$ cat src/rtl/id_decode_stage_pkg.sv
// Shared RV32I decode constants: ALU operation codes, base opcodes, operand selects
// and the decoded bundle carried from the decoder into the ID/EX register.
package id_decode_stage_pkg;

    localparam logic [4:0] ALU_ADD  = 5'd0;
    localparam logic [4:0] ALU_SUB  = 5'd1;
    localparam logic [4:0] ALU_AND  = 5'd2;
    localparam logic [4:0] ALU_OR   = 5'd3;
    localparam logic [4:0] ALU_XOR  = 5'd4;
    localparam logic [4:0] ALU_SLL  = 5'd5;
    localparam logic [4:0] ALU_SRL  = 5'd6;
    localparam logic [4:0] ALU_SRA  = 5'd7;
    localparam logic [4:0] ALU_SLT  = 5'd8;
    localparam logic [4:0] ALU_SLTU = 5'd9;
    localparam logic [4:0] ALU_LUI  = 5'd10;
    localparam logic [4:0] ALU_JALR = 5'd11;

    localparam logic [6:0] OPC_OP     = 7'b0110011;
    localparam logic [6:0] OPC_OP_IMM = 7'b0010011;
    localparam logic [6:0] OPC_LUI    = 7'b0110111;
    localparam logic [6:0] OPC_AUIPC  = 7'b0010111;
    localparam logic [6:0] OPC_JAL    = 7'b1101111;
    localparam logic [6:0] OPC_JALR   = 7'b1100111;
    localparam logic [6:0] OPC_LOAD   = 7'b0000011;
    localparam logic [6:0] OPC_STORE  = 7'b0100011;
    localparam logic [6:0] OPC_BRANCH = 7'b1100011;

    localparam logic [2:0] F3_ADD  = 3'b000;
    localparam logic [2:0] F3_SLL  = 3'b001;
    localparam logic [2:0] F3_SLT  = 3'b010;
    localparam logic [2:0] F3_SLTU = 3'b011;
    localparam logic [2:0] F3_XOR  = 3'b100;
    localparam logic [2:0] F3_SR   = 3'b101;
    localparam logic [2:0] F3_OR   = 3'b110;
    localparam logic [2:0] F3_AND  = 3'b111;

    localparam logic [6:0] F7_BASE = 7'b0000000;
    localparam logic [6:0] F7_ALT  = 7'b0100000;

    localparam logic SRC0_RS1 = 1'b0;
    localparam logic SRC0_PC  = 1'b1;
    localparam logic SRC1_RS2 = 1'b0;
    localparam logic SRC1_IMM = 1'b1;

    typedef struct packed {
        logic [4:0]  alu_op;
        logic        src0_sel;
        logic        src1_sel;
        logic [31:0] imm;
        logic [4:0]  rs1;
        logic [4:0]  rs2;
        logic [4:0]  rd;
        logic        rf_we;
        logic        illegal;
    } dec_bundle_t;

    // alt selects SUB/SRA over ADD/SRL (funct7[5])
    function automatic logic [4:0] arith_op(input logic [2:0] f3, input logic alt);
        logic [4:0] op;
        case (f3)
            F3_ADD:  op = alt ? ALU_SUB : ALU_ADD;
            F3_SLL:  op = ALU_SLL;
            F3_SLT:  op = ALU_SLT;
            F3_SLTU: op = ALU_SLTU;
            F3_XOR:  op = ALU_XOR;
            F3_SR:   op = alt ? ALU_SRA : ALU_SRL;
            F3_OR:   op = ALU_OR;
            default: op = ALU_AND;
        endcase
        return op;
    endfunction

endpackage

$ cat src/rtl/id_decode_stage_inst_decoder.sv
// Combinational RV32I decoder: instruction word -> ALU op, operand selects,
// immediate, register indices, write enable and illegal flag.
module inst_decoder
    import id_decode_stage_pkg::*;
(
    input  logic [31:0] inst_i,
    output dec_bundle_t dec_o
);

    logic [6:0]  opcode;
    logic [2:0]  f3;
    logic [6:0]  f7;
    logic [4:0]  rd;
    logic [31:0] imm_i, imm_s, imm_b, imm_u, imm_j, imm_sh;
    logic        wr;
    logic        illegal;

    assign opcode = inst_i[6:0];
    assign f3     = inst_i[14:12];
    assign f7     = inst_i[31:25];
    assign rd     = inst_i[11:7];

    assign imm_i  = {{20{inst_i[31]}}, inst_i[31:20]};
    assign imm_s  = {{20{inst_i[31]}}, inst_i[31:25], inst_i[11:7]};
    assign imm_b  = {{19{inst_i[31]}}, inst_i[31], inst_i[7], inst_i[30:25], inst_i[11:8], 1'b0};
    assign imm_u  = {inst_i[31:12], 12'b0};
    assign imm_j  = {{11{inst_i[31]}}, inst_i[31], inst_i[19:12], inst_i[20], inst_i[30:21], 1'b0};
    assign imm_sh = {27'b0, inst_i[24:20]};

    always_comb begin
        dec_o          = '0;
        dec_o.alu_op   = ALU_ADD;
        dec_o.src0_sel = SRC0_RS1;
        dec_o.src1_sel = SRC1_RS2;
        dec_o.rs1      = inst_i[19:15];
        dec_o.rs2      = inst_i[24:20];
        dec_o.rd       = rd;
        wr             = 1'b0;
        illegal        = 1'b0;

        case (opcode)
            OPC_OP: begin
                wr           = 1'b1;
                dec_o.alu_op = arith_op(f3, f7[5]);
                illegal      = !(f7 == F7_BASE || (f7 == F7_ALT && (f3 == F3_ADD || f3 == F3_SR)));
            end
            OPC_OP_IMM: begin
                wr             = 1'b1;
                dec_o.src1_sel = SRC1_IMM;
                if (f3 == F3_SLL || f3 == F3_SR) begin
                    dec_o.alu_op = arith_op(f3, f7[5]);
                    dec_o.imm    = imm_sh;
                    illegal      = !(f7 == F7_BASE || (f3 == F3_SR && f7 == F7_ALT));
                end else begin
                    dec_o.alu_op = arith_op(f3, 1'b0);
                    dec_o.imm    = imm_i;
                end
            end
            OPC_LUI: begin
                wr             = 1'b1;
                dec_o.alu_op   = ALU_LUI;
                dec_o.src1_sel = SRC1_IMM;
                dec_o.imm      = imm_u;
            end
            OPC_AUIPC: begin
                wr             = 1'b1;
                dec_o.src0_sel = SRC0_PC;
                dec_o.src1_sel = SRC1_IMM;
                dec_o.imm      = imm_u;
            end
            OPC_JAL: begin
                wr             = 1'b1;
                dec_o.src0_sel = SRC0_PC;
                dec_o.src1_sel = SRC1_IMM;
                dec_o.imm      = imm_j;
            end
            OPC_JALR: begin
                wr             = 1'b1;
                dec_o.alu_op   = ALU_JALR;
                dec_o.src1_sel = SRC1_IMM;
                dec_o.imm      = imm_i;
                illegal        = (f3 != 3'b000);
            end
            OPC_LOAD: begin
                wr             = 1'b1;
                dec_o.src1_sel = SRC1_IMM;
                dec_o.imm      = imm_i;
                illegal        = (f3 == 3'b011 || f3 == 3'b110 || f3 == 3'b111);
            end
            OPC_STORE: begin
                dec_o.src1_sel = SRC1_IMM;
                dec_o.imm      = imm_s;
                illegal        = (f3[2] || f3 == 3'b011);
            end
            OPC_BRANCH: begin
                dec_o.imm = imm_b;
                case (f3[2:1])
                    2'b00:   dec_o.alu_op = ALU_SUB;
                    2'b10:   dec_o.alu_op = ALU_SLT;
                    2'b11:   dec_o.alu_op = ALU_SLTU;
                    default: illegal      = 1'b1;
                endcase
            end
            default: illegal = 1'b1;
        endcase

        // Unsupported encodings collapse to a harmless ADD that writes nothing
        if (illegal) begin
            dec_o.alu_op   = ALU_ADD;
            dec_o.src0_sel = SRC0_RS1;
            dec_o.src1_sel = SRC1_RS2;
            dec_o.imm      = '0;
            wr             = 1'b0;
        end

        dec_o.rf_we   = wr && (rd != 5'd0);
        dec_o.illegal = illegal;
    end

endmodule

$ cat src/rtl/id_decode_stage.sv
// Single-entry ID/EX register around inst_decoder with valid/ready handshake and flush.
// Define ID_ILLEGAL_DET_EN to report unsupported encodings on out_illegal; otherwise it is tied 0.
module id_decode_stage
    import id_decode_stage_pkg::*;
(
    input  logic        clk,
    input  logic        rstn,
    input  logic        in_valid,
    output logic        in_ready,
    input  logic [31:0] in_inst,
    input  logic [31:0] in_pc,
    input  logic        flush,
    output logic        out_valid,
    input  logic        out_ready,
    output logic [31:0] out_pc,
    output logic [4:0]  out_alu_op,
    output logic        out_src0_sel,
    output logic        out_src1_sel,
    output logic [31:0] out_imm,
    output logic [4:0]  out_rs1,
    output logic [4:0]  out_rs2,
    output logic [4:0]  out_rd,
    output logic        out_rf_we,
    output logic        out_illegal
);

    dec_bundle_t dec;
    dec_bundle_t bundle_d, bundle_q;
    logic [31:0] pc_d, pc_q;
    logic        valid_d, valid_q;
    logic        accept;

    inst_decoder u_inst_decoder (
        .inst_i (in_inst),
        .dec_o  (dec)
    );

    assign in_ready = !valid_q || out_ready;
    assign accept   = in_valid && in_ready;

    always_comb begin
        valid_d  = valid_q;
        bundle_d = bundle_q;
        pc_d     = pc_q;
        if (flush) begin
            valid_d = 1'b0;
        end else if (accept) begin
            valid_d  = 1'b1;
            bundle_d = dec;
            pc_d     = in_pc;
`ifdef ID_ILLEGAL_DET_EN
            bundle_d.illegal = dec.illegal;
`else
            bundle_d.illegal = 1'b0;
`endif
        end else if (out_ready) begin
            valid_d = 1'b0;
        end
    end

    always_ff @(posedge clk or negedge rstn) begin
        if (!rstn) begin
            valid_q  <= 1'b0;
            bundle_q <= '0;
            pc_q     <= '0;
        end else begin
            valid_q  <= valid_d;
            bundle_q <= bundle_d;
            pc_q     <= pc_d;
        end
    end

    assign out_valid    = valid_q;
    assign out_pc       = pc_q;
    assign out_alu_op   = bundle_q.alu_op;
    assign out_src0_sel = bundle_q.src0_sel;
    assign out_src1_sel = bundle_q.src1_sel;
    assign out_imm      = bundle_q.imm;
    assign out_rs1      = bundle_q.rs1;
    assign out_rs2      = bundle_q.rs2;
    assign out_rd       = bundle_q.rd;
    assign out_rf_we    = bundle_q.rf_we;
    assign out_illegal  = bundle_q.illegal;

endmodule

$ cat config.mk
export PLATFORM = sky130hd
export DESIGN_NAME = id_decode_stage
export DESIGN_NICKNAME = d
export VERILOG_FILES = /design/src/rtl/id_decode_stage_pkg.sv /design/src/rtl/id_decode_stage_inst_decoder.sv /design/src/rtl/id_decode_stage.sv
export SDC_FILE = /design/constraint.sdc
export NUM_CORES = 1
export LEC_CHECK = 0
export BUFFER_PORTS_ARGS = -buffer_cell sky130_fd_sc_hd__clkbuf_2
export CAP_MARGIN = 40
export CELL_PAD_IN_SITES_DETAIL_PLACEMENT = 0
export CELL_PAD_IN_SITES_GLOBAL_PLACEMENT = 1
export CORE_MARGIN = 3
export CORE_UTILIZATION = 30
export DETAILED_ROUTE_END_ITERATION = 7
export GPL_TIMING_DRIVEN = 1
export MAX_ROUTING_LAYER = met4
export PLACE_DENSITY_LB_ADDON = 0.1
export SYNTH_ARGS = -nofsm -noshare
export SYNTH_HDL_FRONTEND = slang
export SYNTH_SLANG_ARGS = --single-unit
$ cat constraint.sdc
create_clock -name clk -period 3.3 [get_ports clk]
set_input_delay 0.165 -clock clk [delete_from_list [all_inputs] [get_ports clk]]
set_output_delay 0.165 -clock clk [all_outputs]
set_load 0.01 [all_outputs]
==> results.txt, run 1 <==
The run finished with clean final reports. Setup repair after global routing left no endpoint under its margin. The count of standard-cell rows was 41; the transition time at the pin with the least slew margin was 0.752 ns. STA puts the critical path data required time at 3.55 ns.

Number of iterations in the first detailed-routing pass: 7. The min-delay analysis places its worst path in the category input port to register. The number of cells upsized or downsized after cts was 0; the sum of negative setup slack was 0 ns.

The final cycle utilization of the critical path is 67.9%. TritonCTS built the clock tree. The total congestion overflow after global routing was 0. The width of the chip was 122 um; the total placed instance area was 0.00497 mm^2.

The class of the most critical setup path is input port to register. After detailed routing, the total wire length is 11,400 um. The tools report the cell area after synthesis as 0.00405 mm^2. The die area came out at 0.0149 mm^2. For this run, the slowest stage of the critical path takes 0.60 ns.

Critical-path maximum fanout: 24. The run gives 0 as the number of endpoints with negative hold slack in the final report. Total of buffers placed on input and output ports: 156. The tools report the cell at the root of the clock tree as clkbuf_16.

The routed layout has 3,240 vias. Yosys attributes the largest share of cell area to dfrtp_1 (54%), mux2_2 (13%), o21ai_2 (4.3%). The time the worst path needs with I/O delays and setup is 2.24 ns. For this run, the leading register cell type out of synthesis is dfrtp_1.

The H-tree depth is 3, and the height of the die is 122 um. The clock reaches the later pin of the worst-skew pair after 0.34 ns. With fillers left out, the area of the finished cells amounts to 0.00529 mm^2. Clock-pin slew was measured on the worst setup and hold paths at 0.06 ns.

The final-report max-slew violation count came out at 0. Cells with a size suffix above 1 make up 49.3% of the layout. The type of origin of the critical path was an input port.

For this design the ratio of total power to cell area is 509 mW/mm^2. The run gives 49.9% as the worst slew margin relative to its limit. Derived from the worst setup path, the maximum achievable clock frequency is 446 MHz.

The library cell used most frequently in the layout, excluding fill and tap cells, is clkbuf_2. Biggest area consumer among synthesized cells: dfrtp_1. The worst setup path is captured at a register. The share of synthesized area in the top cell type comes to 53.8%. For the arrival time of the worst setup path, the log shows 2.49 ns.

In the routed design, unresolved DRC markers number 0. Once the floorplan was initialized, standard cells occupied 31.3% of the core. The slowest stage of the critical path is the or4_4 cell.

159 I/O pins were placed. Walking the worst path, the cells encountered are dlygate4sd3_1 -> clkbuf_2 -> nand3b_1 -> or4_4 -> or3_4 -> o21ai_0. For this run, the total global-route usage over all layers was measured as 15.8%.

Entering global routing, the biggest net connects 61 pins. In the final routed layout, each cell accounts on average for 16.7 um. The total number of clock tree sinks is 87. In this run, synthesis produced a sequential element count of 87. The wire-length estimate of the detail-placed layout is 8390 um. The tools report the number of setup violations in the final report as 0.

The core region area was 0.0129 mm^2; the number of clock buffers inserted by TritonCTS was 9. The logs give 150 for the number of DRC markers after the initial detailed-route iteration and 2.54 nW for the leakage component of the power. The buffer depth of the longest clock path was 2; the area overhead of the layout relative to synthesis was 30.7%. At the end of routability-driven placement, the weighted congestion stood at 0.830. The net count of the finished layout is 576. In the routed layout, each cell is associated on average with a via count of 4.77. Count of flip-flops with a built-in enable after synthesis: 0.

Of all flip-flops after synthesis, the portion carrying an async set or reset was 100%. The number of distinct standard cells referenced by the synthesized netlist is 49. Leaving out fill and tap cells, the most frequent cells in the layout are clkbuf_2 (155), dfrtp_1 (87), mux2_2 (48). The detail route stage leaves a number of antenna-violating nets equal to 0. The worst clock skew on the final layout was 0.00604 ns; the synthesized netlist cell count was 351.

The via count of the first global-routing pass was 3,166. The maximum vdd ir drop was 203 uV; the count of warnings emitted by yosys was 0. The mean post-synth cell area was 11.5 um^2; the number of diodes added for antenna fixing was 0. The proportion of synthesized chip area in sequential cells was 53.8%. The max-cap check violation count is 0, and the initial antenna violation count is 0. First-pass GRT wire length: 17,300 um.
[path summary, 6_finish.rpt]
kind,from,endpoint,slack [ns],depth (start not counted)
min in group asynchronous,rstn,out_pc[19]$_DFFE_PN0P_,0.30,2
setup / recovery,flush,out_imm[3]$_DFFE_PN0P_,1.06,6
max in group asynchronous,rstn,out_imm[12]$_DFFE_PN0P_,2.10,4
hold reg to reg,out_imm[20]$_DFFE_PN0P_,out_imm[20]$_DFFE_PN0P_,0.48,2
setup reg to reg,out_valid$_DFFE_PN0P_,out_imm[3]$_DFFE_PN0P_,1.09,5
hold / removal,in_valid,out_valid$_DFFE_PN0P_,0.05,3
[synth_stat cells, types with 2 or more instances]
cell / instances
a32o_1: 3
dfrtp_1: 87
nand3b_1: 4
nand2_1: 39
buf_4: 3
clkbuf_1: 12
o21ai_0: 15
nor3_1: 4
a22oi_1: 4
o211ai_1: 2
nor2_1: 13
nor4_1: 2
ha_1: 5
nor2b_1: 3
nand3_1: 3
or4_1: 2
o21ai_2: 20
nand2b_1: 3
mux2_2: 48
a21oi_1: 28
and3b_1: 2
o22ai_1: 2
inv_1: 5
buf_1: 2
buf_2: 4
buf_6: 3
a22o_1: 11
[what timing repair did]
action	4_1_cts	5_1_grt
setup buffers	0	0
hold buffers	2	0
hold endpoints to repair	30	0
[power by group]
part | internal (mW) | total [mW] | switching, mW
Sequential | 1.17 | 1.22 | 0.0467
Clock | 0.608 | 1.04 | 0.431
Combinational | 0.207 | 0.440 | 0.233
Total | 1.98 | 2.69 | 0.710
[per-layer routing]
metal  track usage (%)  part of all wire, %  vias to the layer above
met5                 -                    0                        -
met4              5.46                  1.2                        0
met3              3.81                  7.1                        8
met2              24.4                   46                      116
met1              20.3                   45                     1537
li1                  -                    -                     1579
[final cells by class]
type	count	area, um^2
well taps	172	215
clock buffers	11	243
clock inverters	5	56.3
repair buffers	163	853
flip-flops and latches	87	2180
inverters	5	18.8
multi-input cells	236	1730
fillers	1340	7640
[flip-flops by register name, indices dropped and copies added (netlist names)]
signal,flops
out_rs2,5
out_imm,32
out_src0_sel,1
out_rs1,5
out_valid,1
out_rd,5
out_alu_op,4
out_src1_sel,1
out_rf_we,1
out_pc,32
[cells by family after synthesis]
| logic type | after synthesis | share of synthesized area, % |
|---|---|---|
| compound gates | 98 | 17.0 |
| flops | 87 | 53.8 |
| simple gates | 82 | 10.4 |
| mux | 48 | 13.4 |
| buf+inv | 29 | 3.65 |
| fa+ha+maj | 5 | 1.55 |
| other cells | 1 | 0.0926 |
| xor+xnor | 1 | 0.216 |
[worst max-delay path: cells and delay by family]
| kind | cells | cell delay [ns] |
|---|---|---|
| compound gates | 1 | 0.24 |
| buf+inv | 2 | 0.65 |
| simple gates | 3 | 1.41 |
[through the flow]
| stage | setup slack (ns) | std cells | power, mW | hold slack, ns | utilization (%) |
|---|---|---|---|---|---|
| 2_1_floorplan | 1.21 | 352 | 1.46 | -0.131 | - |
| 3_3_place_gp | 1.05 | 660 | 1.67 | 0.329 | 38.3 |
| 3_5_place_dp | 0.945 | 661 | 1.68 | 0.132 | 38.5 |
| 4_1_cts | 1.04 | 679 | 2.75 | 0.0297 | 40.9 |
| 5_1_grt | 0.959 | 679 | 2.84 | 0.0363 | 40.9 |
| 6_report | 1.06 | 679 | 2.69 | 0.0503 | 40.9 |
No activity file was read; power rests on OpenSTA's default activity.
==> run 2: changes to the inputs <==
--- a/config.mk
+++ b/config.mk
@@ -5,6 +5,7 @@
 export SDC_FILE = /design/constraint.sdc
 export NUM_CORES = 1
 export LEC_CHECK = 0
+export ABC_AREA = 1
 export BUFFER_PORTS_ARGS = -buffer_cell sky130_fd_sc_hd__clkbuf_2
 export CAP_MARGIN = 40
 export CELL_PAD_IN_SITES_DETAIL_PLACEMENT = 0
==> constraint.sdc (replaced) <==
create_clock -name clk -period 2.01 [get_ports clk]
set_input_delay 0.1005 -clock clk [delete_from_list [all_inputs] [get_ports clk]]
set_output_delay 0.1005 -clock clk [all_outputs]
set_load 0.01 [all_outputs]
==> run 2 against run 1 <==
Final area up 15%. Largest cell class unchanged. Global-route usage up 2.7 points. Synthesized cell count up 74%. Setup slack worse by 0.63 ns. Via count up 38%. Clock-buffer cell count unchanged. Sequential cell count unchanged. Critical path depth up 3. Final cell count up 45%. Clock power up 84%.
==> results.txt, run 2 <==
The tools report the core region area as 0.0142 mm^2 (+9.9%). The transition time at the pin with the least slew margin came out at 0.906 ns (+0.154 ns). The boundary pin count is 159 (unchanged).

The logs give 3.57 nW (+41%) for the leakage component of the power and 838 um (+4.0%) for the detailed route wirelength on metal3. The tools report the reg-to-reg critical path startpoint as out_valid$_DFFE_PN0P_. The root buffer cell chosen for the clock tree is clkbuf_16.

Number of iterations in the first detailed-routing pass: 5 (-2). The type of the most critical hold path was input port to register. The tools report the number of nets with antenna violations after detailed routing as 0 (unchanged). The fraction of post-synthesis cell area in the top cell type by area was 48.9% (-4.8 points); the total number of clock tree sinks was 87 (unchanged). Largest net degree at the start of global routing: 49 (-20%). The run finished with clean final reports. The power density over the cells was 756 mW/mm^2 (+48%).

The height of the die came out at 128 um (+4.6%). The die area was 0.0163 mm^2 (+9.4%); the global router's overall resource usage was 18.5% (+2.7 points). The area overhead of the layout relative to synthesis was 37.3%. The clock input transition at the sequential cells of the worst setup and hold paths is 0.06 ns (about the same). The run gives 0 (unchanged) as the post-detailed-route DRC marker count.

The initial antenna violation count was 0 (unchanged); the mean post-synth cell area was 7.27 um^2 (-37%). The tools report the number of diodes added for antenna fixing as 0 (unchanged). The proportion of synthesized chip area in sequential cells is 48.9% (-4.8 points), and the count of flip-flops with a built-in enable after synthesis is 0 (unchanged). The run gives 0 (unchanged) as the count of warnings emitted by yosys. The average wire length per cell after detail routing works out to 14.3 um (-15%). The total of buffers placed on input and output ports is 156 (unchanged).

The worst setup path is of the input port to register kind. In the synthesized netlist, the cells that appear most often are nand2_1 (286), dfrtp_1 (87), nor2_1 (57). In this run the most critical hold path is launched from in_inst[15].

For the number of clock buffers inserted by TritonCTS, the log shows 9 (unchanged). The final standard cell count with taps included and fillers excluded was 983 (+45%); the share of final-layout standard cells stronger than drive strength 1 was 26.4% (-23 points). Setup repair after global routing left no endpoint under its margin. Detailed-routed wire length on met2: 6560 um (+24%). The source of the critical timing path is flush. The count of standard-cell rows is 43 (+4.9%). The run gives 4.62 mW (+71%) as the total power draw. The run gives 0 (unchanged) as the final-report max-slew violation count.

The worst slew margin relative to its limit came out at 39.2% (-11 points). Leaving out fill and tap cells, the most frequent cell in the layout is nand2_1. The tools report the clock insertion delay at the later pin of the skew report as 0.35 ns (about the same). By area the synthesized netlist is led by dfrtp_1 (49%), nand2_1 (24%), nor2_1 (4.8%). The most common cell in the synthesized netlist is nand2_1. The buffer depth of the longest clock path came out at 2 (unchanged).

The run gives 25 (-49%) as the number of distinct standard cells referenced by the synthesized netlist. The tools report the synthesized netlist cell count as 612 (+74%). STA classifies the critical path startpoint as an input port.

In the synthesized netlist the dominant register cell turns out to be dfrtp_1. The max-cap check violation count is 0 (unchanged), and the arrival time of the worst setup path is 1.87 ns (-0.62 ns). The cell area after synthesis is 0.00445 mm^2 (+9.9%).

For the sum of negative setup slack, the log shows 0 ns (unchanged). The number of cells upsized or downsized after cts came out at 0 (unchanged). Routed signal wires occupy layers up through met4. The worst setup path is captured at a register. The tools report the via count of the first global-routing pass as 4,603 (+45%). The final weighted congestion in routability-driven placement is 0.936 (+13%). The post-synthesis register bit count works out to 87 (unchanged). The detailed placer's ending HPWL is 10,300 um (+22%), and the total congestion overflow after global routing is 0 (unchanged). The critical-path maximum fanout works out to 17 (-29%). Summed over all instances, the cell type with the most area after synthesis is dfrtp_1. The detailed-routing wirelength on met1 is 6480 um (+26%). TritonCTS built the clock tree.

Achievable clock frequency: 632 MHz. After layout, the minimum clock period comes to 1.58 ns. The async set-or-reset flop fraction in the synthesized netlist was 100% (unchanged); the number of DRC markers after the initial detailed-route iteration was 300 (+100%). The worst clock skew on the final layout is 0.00729 ns (+0.00125 ns), and the number of endpoints with negative hold slack in the final report is 0 (unchanged). The width of the chip came out at 128 um (+4.6%). The first-pass GRT wire length is 23,400 um (+35%). For the H-tree depth, the log shows 3 (unchanged).

In the layout the commonest cells are nand2_1 (285), clkbuf_2 (155), dfrtp_1 (87). The mean number of vias per cell works out to 4.54 (-4.9%). The total number of vias is 4,461 (+38%). For the count of filler cells inserted in the layout, the log shows 1,493 (+11%).

Detailed-route wire length: 14,000 um (+24%). For the count of placed standard cells including taps, the log shows 932 (+41%). The logs give 872 (+51%) for the count of nets after finishing and 0 (unchanged) for the number of setup violations in the final report. The maximum vdd ir drop was 364 uV (+79%).

The final cycle utilization of the critical path is 78.8%. The effective utilization at floorplan is 31.3% (about the same), and the required time of the worst setup path is 2.29 ns (-1.26 ns).
-- run 2: changes by cell type after synthesis, sizes merged, moves of 4 or more --
cell | previous run | this run
nor2 | 13 | 63
mux2 | 48 | 0
a21oi | 28 | 6
o21ai | 35 | 31
nand2 | 39 | 290
buf | 12 | 16
nand3 | 3 | 41
a22o | 11 | 0
a22oi | 4 | 0
nand3b | 4 | 0
inv | 5 | 54
-- run 2: power breakdown --
part	internal (mW)	total, mW	switching (mW)
registers	1.89	1.97	0.0805
clock network	1.17	1.91	0.740
logic	0.298	0.731	0.433
total	3.36	4.62	1.25
-- run 2: path summary, 6_finish.rpt --
check,depth (start not counted),slack [ns],endpoint
hold / removal,3,0.02,out_rs1[0]$_DFFE_PN0P_
min in group asynchronous,2,0.31,out_rd[3]$_DFFE_PN0P_
setup / recovery,9,0.43,out_imm[15]$_DFFE_PN0P_
max in group asynchronous,3,1.05,out_pc[10]$_DFFE_PN0P_
hold reg to reg,2,0.48,out_pc[23]$_DFFE_PN0P_
setup reg to reg,9,0.44,out_imm[15]$_DFFE_PN0P_
-- run 2: timing repair --
item                                   in CTS  in global routing
hold buffers                               35                  0
endpoints found under the hold margin      72                  0
setup buffers                               0                  0
-- run 2: logic make-up (layout without fill, tap and decap cells) --
| kind of cell | count (synthesis) | after routing | share of synthesized area [%] |
|---|---|---|---|
| and+or+nand+nor | 397 | 397 | 36.7 |
| DFF | 87 | 87 | 48.9 |
| buffers and inverters | 83 | 273 | 8.38 |
| AOI/OAI and AO/OA | 39 | 39 | 4.47 |
| adders and majority gates | 5 | 5 | 1.41 |
| other | 1 | 2 | 0.0843 |
-- run 2: final cells by class --
cell class / count / area (um^2) / share of cell area, %
flip-flops and latches: 87 / 2180 / 35.6
multi-input cells: 443 / 1910 / 31.3
repair buffers: 203 / 1250 / 20.4
clock buffers: 11 / 253 / 4.14
well taps: 180 / 225 / 3.69
inverters: 54 / 203 / 3.32
clock inverters: 5 / 87.6 / 1.43
-- run 2: worst max-delay path, cell delays in order --
cell,delay [ns]
dlygate4sd3_1,0.53
clkbuf_2,0.11
nor2_1,0.18
nand2_4,0.09
inv_2,0.29
nand2_2,0.27
nor2_1,0.16
nand2_1,0.07
nand2_1,0.06
-- run 2: metal layers --
| layer | vias to the layer above | GRT usage (%) |
|---|---|---|
| met5 | - | - |
| met4 | 0 | 5.81 |
| met3 | 11 | 3.08 |
| met2 | 140 | 29.1 |
| met1 | 2078 | 24.4 |
| li1 | 2232 | - |
-- run 2: through the flow --
| step | setup slack [ns] | hold WS [ns] | area [um^2] | util, % |
|---|---|---|---|---|
| 3_5_place_dp | 0.148 | 0.137 | 5420 | 38.1 |
| 2_1_floorplan | 0.511 | -0.195 | 4450 | - |
| 4_1_cts | 0.383 | 0.0144 | 6110 | 43.0 |
| 3_3_place_gp | 0.207 | 0.141 | 5420 | 38.1 |
| 5_1_grt | 0.217 | 0.0494 | 6110 | 43.0 |
| 6_report | 0.427 | 0.0214 | 6110 | 43.0 |
==> run 3: changes to the inputs <==
==> constraint.sdc (replaced) <==
create_clock -name clk -period 1.5 [get_ports clk]
set_input_delay 0.075 -clock clk [delete_from_list [all_inputs] [get_ports clk]]
set_output_delay 0.075 -clock clk [all_outputs]
set_load 0.01 [all_outputs]
==> run 3 against run 2 <==
Sequential cell count did not move. Via count grew 2.2%. Largest cell class unchanged. Routed wire length is 1.1% higher. Clock skew shrank 0.0036 ns. Setup slack worse by 0.29 ns. Final area is 5.9% higher. Hold slack lost 0.012 ns. Sequential power rose by 35%. Clock-buffer cell count unchanged. Register-to-register slack worse by 0.29 ns. Clock power rose by 37%. Non-clock buffer count is 40 higher.
==> results.txt, run 3 (synthesis results as in run 2) <==
Time the worst path needs with I/O delays and setup: 1.36 ns. The first-pass GRT wire length came out at 23,000 um (-1.5%). The arrival time of the worst setup path was 1.64 ns (-0.23 ns); the total of buffers placed on input and output ports was 156 (unchanged). The area of the multi-input gates is 0.00192 mm^2 (+0.26%), and the final-report max-slew violation count is 0 (unchanged). The run gives 2 (unchanged) as the buffer depth of the longest clock path. The run gives 212 (-29%) as the number of DRC markers after the initial detailed-route iteration.

The count of nets after finishing is 912 (+4.6%). The detailed placer's ending HPWL is 10,400 um (+1.5%), and the H-tree depth is 3 (unchanged). The relative contribution of sequential cells to total power was 41.9% (-0.9 points); the total congestion overflow after global routing was 0 (unchanged). Critical-path maximum fanout: 15 (-2).

The core region area was 0.0142 mm^2 (unchanged); the average wire length per cell after detail routing was 13.9 um (-2.8%). The tightest min-delay check is of the input port to register type. The worst setup path is captured at a register. The logs give 0 (unchanged) for the max-cap check violation count and 0.850 (-9.1%) for the final weighted congestion in routability-driven placement. From synthesis to final layout, the design area changed by 45.5%.

The count of standard-cell rows is 43 (unchanged), and the power density over the cells is 976 mW/mm^2 (+29%). The run gives 0 (unchanged) as the number of setup violations in the final report. The post-CTS setup buffer count is 0 (unchanged), and the share of final-layout standard cells stronger than drive strength 1 is 29.5% (+3.1 points).

The clock insertion delay at the later pin of the skew report was 0.34 ns (about the same); the clock input transition at the sequential cells of the worst setup and hold paths was 0.06 ns (about the same). The leakage component of the power was 3.79 nW (+6.0%). For the maximum vdd ir drop, the log shows 604 uV (+66%). The run gives 0.00373 ns (-0.00356 ns) as the worst clock skew on the final layout. The switching part of the total power was 25.9% (-1.2 points); the number of iterations in the first detailed-routing pass was 5 (unchanged). The total number of vias is 4,558 (+2.2%), and the total number of clock tree sinks is 87 (unchanged). The cell at the root of the clock tree is clkbuf_16.

The tools report the via count of the first global-routing pass as 4,650 (+1.0%). For the post-place setup slack, the log shows -0.160 ns (-0.308 ns). The detailed-route wire length was 14,200 um (+1.1%). The tools report the die area as 0.0163 mm^2 (unchanged).

For the total power draw, the log shows 6.31 mW (+37%). The run finished with clean final reports. Leaving out fill and tap cells, the most frequent cell in the layout is nand2_1. The footprint of the flip-flops and latches is 0.00218 mm^2 (unchanged). For the number of clock buffers inserted by TritonCTS, the log shows 9 (unchanged).

The tools report the number of nets with antenna violations after detailed routing as 0 (unchanged). The width of the chip was 128 um (unchanged); the required time of the worst setup path was 1.78 ns (-0.51 ns). The largest net degree at the start of global routing was 54 (+10%).

In the layout the commonest cells are nand2_1 (285), clkbuf_2 (155), dfrtp_1 (87). Setup repair after global routing left no endpoint under its margin. The achievable clock frequency came out at 733 MHz. The part of the total power dissipated in combinational logic came out at 16.7% (+0.9 points). The tools report the switching power as 1.64 mW (+31%). For the post-detailed-route DRC marker count, the log shows 0 (unchanged).

The type of origin of the critical path was an input port. The final worst-path setup slack was 0.136 ns (-0.291 ns). The height of the die came out at 128 um (unchanged). The tools report the clock share of power as 41.4% (about the same). The initial antenna violation count is 0 (unchanged).

The tools report the effective utilization at floorplan as 31.3% (unchanged). The global router's overall resource usage is 18.2% (-0.25 points). The tools report the boundary pin count as 159 (unchanged). TritonCTS built the clock tree. Number of diodes added for antenna fixing: 0 (unchanged). The logs give 4.68 mW (+39%) for the internal cell power and 0 (unchanged) for the number of endpoints with negative hold slack in the final report. The worst slack on hold paths came out at 0.00900 ns (-0.0124 ns).

The final cycle utilization of the critical path works out to 90.9%. The count of filler cells inserted in the layout was 1,478 (-1.0%); the mean number of vias per cell was 4.46 (-1.8%). Class of the most critical setup path: input port to register.
run 3: cell count changes in the layout (fill, tap and decap cells not counted), sizes merged:
cell         previous run  this run
buf                    13        51
bufinv                  2         3
clkinvlp                1         2
dlygate4sd3            35        37
inv                    56        54
run 3: power by group through the flow:
stage / registers [mW] / logic [mW] / clock network (mW)
final: 2.65 / 1.05 / 2.62
after global routing: 2.67 / 1.18 / 2.80
after CTS: 2.65 / 1.08 / 2.69
after detailed placement: 2.69 / 0.996 / 0
after global placement: 2.68 / 0.981 / 0
after floorplan: 2.77 / 0.353 / 0
run 3: worst paths after layout:
kind,startpoint,end,slack [ns],cells past startpoint
max in group asynchronous,rstn,out_imm[30]$_DFFE_PN0P_,0.94,3
hold reg to reg,out_imm[24]$_DFFE_PN0P_,out_imm[24]$_DFFE_PN0P_,0.48,2
min in group asynchronous,rstn,out_valid$_DFFE_PN0P_,0.10,2
setup reg to reg,out_valid$_DFFE_PN0P_,out_imm[12]$_DFFE_PN0P_,0.15,9
setup / recovery,flush,out_imm[12]$_DFFE_PN0P_,0.14,9
hold / removal,in_inst[21],out_rs2[1]$_DFFE_PN0P_,0.009,3
run 3: metal layers:
layer  wire length (um)  GRT usage [%]  share of wire, %  vias up
li1                   -              -                 -     2311
met1               6460           22.8                45     2126
met2               6860           29.8                48      110
met3                721           4.25               5.1       11
met4                165           4.87               1.2        0
met5                  0              -                 0        -
run 3: repair_timing:
item                       CTS  global route
hold endpoints to repair   122             0
setup endpoints to repair    0            15
resized for setup            0             1
hold buffers                37             0
run 3: stage by stage:
stage	util [%]	instance area, um^2	TNS (ns)	instances
2_1_floorplan	-	4450	0	613
3_3_place_gp	40.3	5720	-14.36	969
3_5_place_dp	40.5	5750	-4.17	970
4_1_cts	45.5	6470	0	1023
5_1_grt	45.6	6470	0	1023
6_report	45.6	6470	0	1023
run 3: layout make-up:
type                    instances  area share, %
repair buffers                243           24.7
multi-input cells             443           29.7
clock buffers                  11           3.75
clock inverters                 5           1.62
well taps                     180           3.48
inverters                      54           3.13
flip-flops and latches         87           33.6
run 3: critical path: stages:
cell and delay (ns):
dlygate4sd3_1 0.54, clkbuf_2 0.11, nor2_1 0.18, nand2_4 0.14, inv_2 0.17, nand2_4 0.15, nor2_1 0.12, nand2_1 0.06
nand2_1 0.08
